### config.mk
export PLATFORM = sky130hd
export DESIGN_NAME = uart_tx_serializer
export DESIGN_NICKNAME = d
export VERILOG_FILES = /design/src/rtl/uart_pkg.sv /design/src/rtl/uart_parity_gen.sv /design/src/rtl/uart_tx_serializer.sv
export SDC_FILE = /design/constraint.sdc
export NUM_CORES = 1
export LEC_CHECK = 0
export ABC_AREA = 1
export BUFFER_PORTS_ARGS = -buffer_cell sky130_fd_sc_hd__buf_4
export CAP_MARGIN = 20
export CORE_MARGIN = 4
export CORE_UTILIZATION = 49
export DETAILED_ROUTE_END_ITERATION = 8
export MAX_ROUTING_LAYER = met4
export PLACE_DENSITY_LB_ADDON = 0.1
export SETUP_SLACK_MARGIN = 0.4
export SKIP_LAST_GASP = 1
export SLEW_MARGIN = 10
export SYNTH_ARGS = -nofsm -noshare
export SYNTH_HDL_FRONTEND = slang
export SYNTH_SLANG_ARGS = --single-unit
### constraint.sdc
create_clock -name baud_clk -period 4.04 [get_ports baud_clk]
set_input_delay 0.404 -clock baud_clk [delete_from_list [all_inputs] [get_ports baud_clk]]
set_output_delay 0.404 -clock baud_clk [all_outputs]
set_load 0.02 [all_outputs]
### src/rtl/uart_pkg.sv
// Shared UART definitions: parity encodings, transmit FSM state codes and a
// frame-length helper used by the serializer (and later the receiver).
package uart_pkg;

  localparam logic [1:0] PAR_NONE0 = 2'b00;
  localparam logic [1:0] PAR_ODD   = 2'b01;
  localparam logic [1:0] PAR_EVEN  = 2'b10;
  localparam logic [1:0] PAR_NONE3 = 2'b11;

  typedef logic [2:0] tx_state_t;

  localparam tx_state_t IDLE   = 3'd0;
  localparam tx_state_t START  = 3'd1;
  localparam tx_state_t DATA   = 3'd2;
  localparam tx_state_t PARITY = 3'd3;
  localparam tx_state_t STOP   = 3'd4;
  localparam tx_state_t BREAK  = 3'd5;

  // Total line bits in one frame: start + data + optional parity + stop.
  function automatic int frame_len(input int data_width, input int stop_bits,
                                   input bit par_en);
    return 1 + data_width + (par_en ? 1 : 0) + stop_bits;
  endfunction

  function automatic logic parity_enabled(input logic [1:0] ptype);
    logic en;
    case (ptype)
      PAR_ODD, PAR_EVEN:    en = 1'b1;
      PAR_NONE0, PAR_NONE3: en = 1'b0;
      default:              en = 1'b0;
    endcase
    return en;
  endfunction

endpackage

### src/rtl/uart_parity_gen.sv
// Combinational parity over a DATA_WIDTH word; i_odd selects odd parity
// (bit makes the total count of ones odd), otherwise even parity.
module uart_parity_gen #(
  parameter int DATA_WIDTH = 8
) (
  input  logic [DATA_WIDTH-1:0] i_data,
  input  logic                  i_odd,
  output logic                  o_parity
);

  assign o_parity = (^i_data) ^ i_odd;

endmodule

### src/rtl/uart_tx_serializer.sv
// UART transmit serializer with a one-entry holding buffer for back-to-back
// frames. Define UART_TX_BREAK_EN to add the break_req input and BREAK state.
module uart_tx_serializer
  import uart_pkg::*;
#(
  parameter int DATA_WIDTH = 8,
  parameter int STOP_BITS  = 1,
  parameter int MSB_FIRST  = 0
) (
  input  logic                  baud_clk,
  input  logic                  reset,
  input  logic                  send,
  input  logic [DATA_WIDTH-1:0] data_in,
  input  logic [1:0]            parity_type,
`ifdef UART_TX_BREAK_EN
  input  logic                  break_req,
`endif
  output logic                  ready,
  output logic                  data_tx,
  output logic                  active_flag,
  output logic                  done_flag
);

  localparam int CW      = $clog2(DATA_WIDTH + 1);
  // Minimum break length is one parity-less frame.
  localparam int BRK_MIN = frame_len(DATA_WIDTH, STOP_BITS, 1'b0);
  localparam int BW      = $clog2(BRK_MIN + 1);

  tx_state_t             r_state;
  logic                  r_ready;
  logic [DATA_WIDTH-1:0] r_buf_data;
  logic [1:0]            r_buf_par;
  logic [DATA_WIDTH-1:0] r_shift;
  logic                  r_par_bit;
  logic                  r_par_en;
  logic [CW-1:0]         r_cnt;
  logic [BW-1:0]         r_brk_cnt;
  logic                  r_brk_stop;
  logic                  r_tx;
  logic                  r_active;
  logic                  r_done;

  tx_state_t             w_state_nxt;
  logic                  w_load;
  logic                  w_brk;
  logic                  w_buf_vld;
  logic                  w_par;
  logic [DATA_WIDTH-1:0] w_shift_nxt;
  logic                  w_out_bit;
  logic [CW-1:0]         w_cnt_nxt;
  logic [BW-1:0]         w_brk_cnt_nxt;
  logic                  w_brk_stop_nxt;
  logic                  w_tx_nxt;
  logic                  w_active_nxt;
  logic                  w_done_nxt;

`ifdef UART_TX_BREAK_EN
  assign w_brk = break_req;
`else
  assign w_brk = 1'b0;
`endif

  assign w_buf_vld   = ~r_ready;
  assign ready       = r_ready;
  assign data_tx     = r_tx;
  assign active_flag = r_active;
  assign done_flag   = r_done;

  uart_parity_gen #(.DATA_WIDTH(DATA_WIDTH)) u_par (
    .i_data   (r_buf_data),
    .i_odd    (r_buf_par == PAR_ODD),
    .o_parity (w_par)
  );

  always_ff @(posedge baud_clk) begin
    if (reset) r_state <= IDLE;
    else       r_state <= w_state_nxt;
  end

  // Next state plus the datapath values that the registered outputs depend on.
  always_comb begin
    w_state_nxt = r_state;
    w_load      = 1'b0;
    case (r_state)
      IDLE: begin
        if (w_brk) w_state_nxt = BREAK;
        else if (w_buf_vld) begin
          w_load      = 1'b1;
          w_state_nxt = START;
        end
      end
      START:  w_state_nxt = DATA;
      DATA:   if (r_cnt == CW'(DATA_WIDTH - 1)) w_state_nxt = r_par_en ? PARITY : STOP;
      PARITY: w_state_nxt = STOP;
      STOP: begin
        if (r_cnt == CW'(STOP_BITS - 1)) begin
          if (w_brk) w_state_nxt = BREAK;
          else if (w_buf_vld) begin
            w_load      = 1'b1;
            w_state_nxt = START;
          end else w_state_nxt = IDLE;
        end
      end
      BREAK:  if (r_brk_cnt == BW'(BRK_MIN) && !w_brk) w_state_nxt = STOP;
      default: w_state_nxt = IDLE;
    endcase

    w_shift_nxt = r_shift;
    if (w_load) w_shift_nxt = r_buf_data;
    else if (r_state == DATA && w_state_nxt == DATA) begin
      if (MSB_FIRST != 0) w_shift_nxt = {r_shift[DATA_WIDTH-2:0], 1'b0};
      else                w_shift_nxt = {1'b0, r_shift[DATA_WIDTH-1:1]};
    end
    w_out_bit = (MSB_FIRST != 0) ? w_shift_nxt[DATA_WIDTH-1] : w_shift_nxt[0];

    w_cnt_nxt = '0;
    if (w_state_nxt == r_state && (r_state == DATA || r_state == STOP))
      w_cnt_nxt = r_cnt + CW'(1);

    w_brk_cnt_nxt = '0;
    if (w_state_nxt == BREAK) begin
      if (r_state != BREAK)                 w_brk_cnt_nxt = BW'(1);
      else if (r_brk_cnt == BW'(BRK_MIN))   w_brk_cnt_nxt = r_brk_cnt;
      else                                  w_brk_cnt_nxt = r_brk_cnt + BW'(1);
    end

    // Stop bits that close a break are not a frame end, so no done pulse.
    w_brk_stop_nxt = 1'b0;
    if (r_state == BREAK) w_brk_stop_nxt = 1'b1;
    else if (r_state == STOP && w_state_nxt == STOP) w_brk_stop_nxt = r_brk_stop;
  end

  // Outputs are computed for the upcoming state and registered.
  always_comb begin
    w_tx_nxt     = 1'b1;
    w_active_nxt = 1'b0;
    w_done_nxt   = 1'b0;
    case (w_state_nxt)
      START: begin
        w_tx_nxt     = 1'b0;
        w_active_nxt = 1'b1;
      end
      DATA: begin
        w_tx_nxt     = w_out_bit;
        w_active_nxt = 1'b1;
      end
      PARITY: begin
        w_tx_nxt     = r_par_bit;
        w_active_nxt = 1'b1;
      end
      STOP: begin
        w_active_nxt = 1'b1;
        w_done_nxt   = (w_cnt_nxt == CW'(STOP_BITS - 1)) && !w_brk_stop_nxt;
      end
      BREAK: begin
        w_tx_nxt     = 1'b0;
        w_active_nxt = 1'b1;
      end
      default: ;
    endcase
  end

  always_ff @(posedge baud_clk) begin
    if (reset) begin
      r_ready    <= 1'b1;
      r_buf_data <= '0;
      r_buf_par  <= PAR_NONE0;
      r_shift    <= '0;
      r_par_bit  <= 1'b0;
      r_par_en   <= 1'b0;
      r_cnt      <= '0;
      r_brk_cnt  <= '0;
      r_brk_stop <= 1'b0;
      r_tx       <= 1'b1;
      r_active   <= 1'b0;
      r_done     <= 1'b0;
    end else begin
      r_shift    <= w_shift_nxt;
      r_cnt      <= w_cnt_nxt;
      r_brk_cnt  <= w_brk_cnt_nxt;
      r_brk_stop <= w_brk_stop_nxt;
      r_tx       <= w_tx_nxt;
      r_active   <= w_active_nxt;
      r_done     <= w_done_nxt;
      if (w_load) begin
        r_par_bit <= w_par;
        r_par_en  <= parity_enabled(r_buf_par);
        r_ready   <= 1'b1;
      end
      // Capture and load are exclusive: capture needs an empty buffer.
      if (send && r_ready) begin
        r_buf_data <= data_in;
        r_buf_par  <= parity_type;
        r_ready    <= 1'b0;
      end
    end
  end

endmodule

==> metrics.csv <==
stage,metric,value,unit
synth,Post-Syn Nets,261,
critical_path,Worst R2R Path Depth,12,
route,post-DR wirelength/cell,10.63,um
sta,unrepaired setup endpoints after global routing,no,
clocking,H-tree depth,2,
sta,Clock Skew,0.004216,ns
clocking,CTS tree,yes,
clocking,clk_lat worst skew,0.34,ns
final_layout,Final nets,279,
route,vias per std cell,4.743,
global_route,global-route wire length before repair,5.920,mm
sta,post-layout min period,1.781,ns
sta,crit share post-route,44.09,%
clocking,clk buf depth,2,
clocking,clock slew at reported path FFs,0.10,ns
sta,"Slew Viols, Final",0,
final_layout,final instance area,1959,um^2
synth,Ys Warns,0,
synth,Most used DFF post-synth,dfxtp_1,
critical_path,R2R Setup Slk,2.26,ns
die,die area,4604,um^2
power_and_ir_drop,Pwr per Cell Area,349.3,nW/um^2
final_layout,Syn-to-layout area delta,11.62,%
critical_path,reg2reg start,r_brk_cnt[1]$_SDFFE_PP0N_,
power_and_ir_drop,Leakage Power,0.8935,nW
critical_path,crit path kind,register to register,
clocking,cts bufs inserted,5,
synth,post-synth top area share,41.05,%
synth,synth cell count leaders,"nor2_1 (51), nand2_1 (37), dfxtp_1 (36), inv_1 (31), nand3_1 (16)",
synth,Yosys reg bits,36,
clocking,post-cts resize count,0,
critical_path,worst path required time,4.28,ns
global_route,total grt overflow,0,
global_route,gr usage total,17.69,%
route,vias,1456,
global_route,largest net degree at the start of global routing,24,
synth,asr flop ratio synth,0,%
route,count of antenna-violating nets left after detailed routing,0,
die,DIE WIDTH,67.86,um
hold_path,hold depth,3,
run_status,outcome,"complete, no violations",
route,DR iter-0 viols,67,
sta,# setup viols final,0,
final_layout,ANT cells,0,
route,Detailed Route WL,3.264,mm
synth,sequential share of the synthesized area,41.05,%
synth,most numerous cell in the Yosys netlist,nor2_1,
final_layout,Util after Layout,57.81,%
hold_path,Worst Hold Endpoint,r_buf_data[6]$_SDFFE_PP0P_,
die,std cell rows,21,
global_route,vias in the first global route,1391,
global_route,antenna violations before repair,0,
synth,"area leader, netlist",dfxtp_1,
critical_path,Crit Path Max Fanout,8,
critical_path,CP Capture Type,register,
sta,worst rel slew slack,73.63,%
synth,Cell variety after synth,29,
sta,"Hold Vio Cnt, Final",0,
sta,highest clock rate,561.4,MHz
clocking,CTS Hold Bufs,0,
placement,detailed placement HPWL,2.457,mm
route,TritonRoute pass-1 iters,4,
synth,Post-Syn Area,1755,um^2
critical_path,Worst R2R End,data_tx$_SDFF_PP1_,
clocking,CTS Sinks,36,
power_and_ir_drop,Max VDD drop,204.6,uV
die,io pins,17,
die,core area,3390,um^2
placement,Area after DPL,1913,um^2
clocking,number of setup buffers added after CTS,0,
hold_path,Hold Path Origin,data_in[6],
placement,Routability Congestion,0.8247,
job,max cap viols,0,
synth,Syn Area/Cell,7.224,um^2
synth,Mapped Cells,243,
hold_path,Hold Crit Class,primary input to register,
synth,number of flops mapped to enable cells by yosys,0,
die,Starting Density,51.79,%
final_layout,layout cells sized above 1,16.09,%
clocking,clock root buffer,clkbuf_4,
sta,Tightest Pin Transition,0.3856,ns
die,height of the die,67.86,um
critical_path,CP arrival,2.02,ns
placement,IO buf count,16,
sta,setup TNS,0,ns
critical_path,crit path launch type,register,
route,DRC violation count after routing,0,
synth,synth top area cells,"dfxtp_1 (41%), nor2_1 (11%), nand2_1 (7.9%)",
==> cell type report <==
| class | count | area (um^2) |
|---|---|---|
| clock buffer | 6 | 41.29 |
| fill | 328 | 1430 |
| clock inverter | 1 | 5.005 |
| timing repair buffer | 16 | 120.1 |
| sequential | 36 | 720.7 |
| inverter | 34 | 127.6 |
| multi-input combinational | 168 | 887.1 |
| tap | 46 | 57.56 |
==> sequential cells by signal, indices dropped and copies added, names as in the netlist, 2 cells and up <==
| name | cells |
|---|---|
| r_buf_data | 8 |
| r_shift | 8 |
| r_brk_cnt | 4 |
| r_cnt | 4 |
| r_state | 3 |
| r_buf_par | 2 |
==> how the worst max path moves through the flow <==
| stage | startpoint | end | depth (start not counted) |
|---|---|---|---|
| floorplan | r_cnt[0]$_SDFF_PP0_ | r_shift[4]$_SDFFE_PP0P_ | 12 |
| global placement | r_cnt[0]$_SDFF_PP0_ | data_tx$_SDFF_PP1_ | 12 |
| detailed placement | r_brk_cnt[1]$_SDFFE_PP0N_ | data_tx$_SDFF_PP1_ | 12 |
| CTS | r_brk_cnt[1]$_SDFFE_PP0N_ | data_tx$_SDFF_PP1_ | 12 |
| global route | r_brk_cnt[1]$_SDFFE_PP0N_ | data_tx$_SDFF_PP1_ | 12 |
| finish | r_brk_cnt[1]$_SDFFE_PP0N_ | data_tx$_SDFF_PP1_ | 12 |
==> metrics by stage <==
step	power, mW	hold slack (ns)	cells	setup slack (ns)
after global routing	0.7345	0.3087	307	2.074
after floorplan	0.4857	0.4325	243	2.502
after CTS	0.6957	0.3009	307	2.260
after detailed placement	0.5165	0.4632	300	2.271
after global placement	0.5148	0.4662	300	2.364
final	0.6844	0.3132	307	2.259
==> metal layers <==
metal | wire length, um | GRT usage, % | share of wire, % | up-vias
li1 | - | - | - | 797
met1 | 1572 | 20.18 | 48 | 630
met2 | 1498 | 29.16 | 46 | 21
met3 | 137 | 5.419 | 4.2 | 8
met4 | 56 | 6.700 | 1.7 | 0
met5 | 0 | - | 0 | -
==> cells in the final DEF, fill, tap and decap left out <==
cell / instances
nand4_1: 3
dfxtp_1: 36
nand2_4: 4
a21oi_1: 7
or2_2: 2
xor2_1: 4
o21ai_2: 1
nor2_1: 51
xnor2_1: 5
clkinv_2: 1
nand2_2: 2
a2111oi_0: 1
inv_2: 3
a31oi_1: 1
nand3_2: 3
nor2_2: 3
nor2_4: 1
clkbuf_1: 1
and2_1: 1
nand3_1: 16
buf_4: 16
inv_1: 31
o21ai_1: 4
ha_1: 5
nor3_1: 3
clkbuf_4: 5
o211ai_1: 1
nand3_4: 1
nand2_1: 37
o21ai_0: 11
o22ai_1: 1
==> power breakdown <==
group	total (mW)	internal [mW]	switching (mW)
clock network	0.178	0.0641	0.114
logic	0.118	0.0480	0.0705
registers	0.388	0.375	0.0128
total	0.684	0.487	0.197
==> cells by family after synthesis <==
logic type,share of synthesized area [%]
adders and majority gates,3.564
AOI/OAI and AO/OA,8.411
buffers and inverters,8.410
and+or+nand+nor,34.07
DFF,41.05
xor gates and xnor gates,4.490
==> worst max-delay path, stage by stage, from the launching register on <==
cell	delay, ns
dfxtp_1	0.42
ha_1	0.18
nand2_1	0.06
nor2_1	0.17
inv_1	0.11
nand2_4	0.10
nand2_4	0.06
nor2_4	0.12
nand3_4	0.14
nand2_1	0.10
nand3_1	0.08
nand3_1	0.08
nand2_1	0.06
No activity file was read; power rests on OpenSTA's default activity.
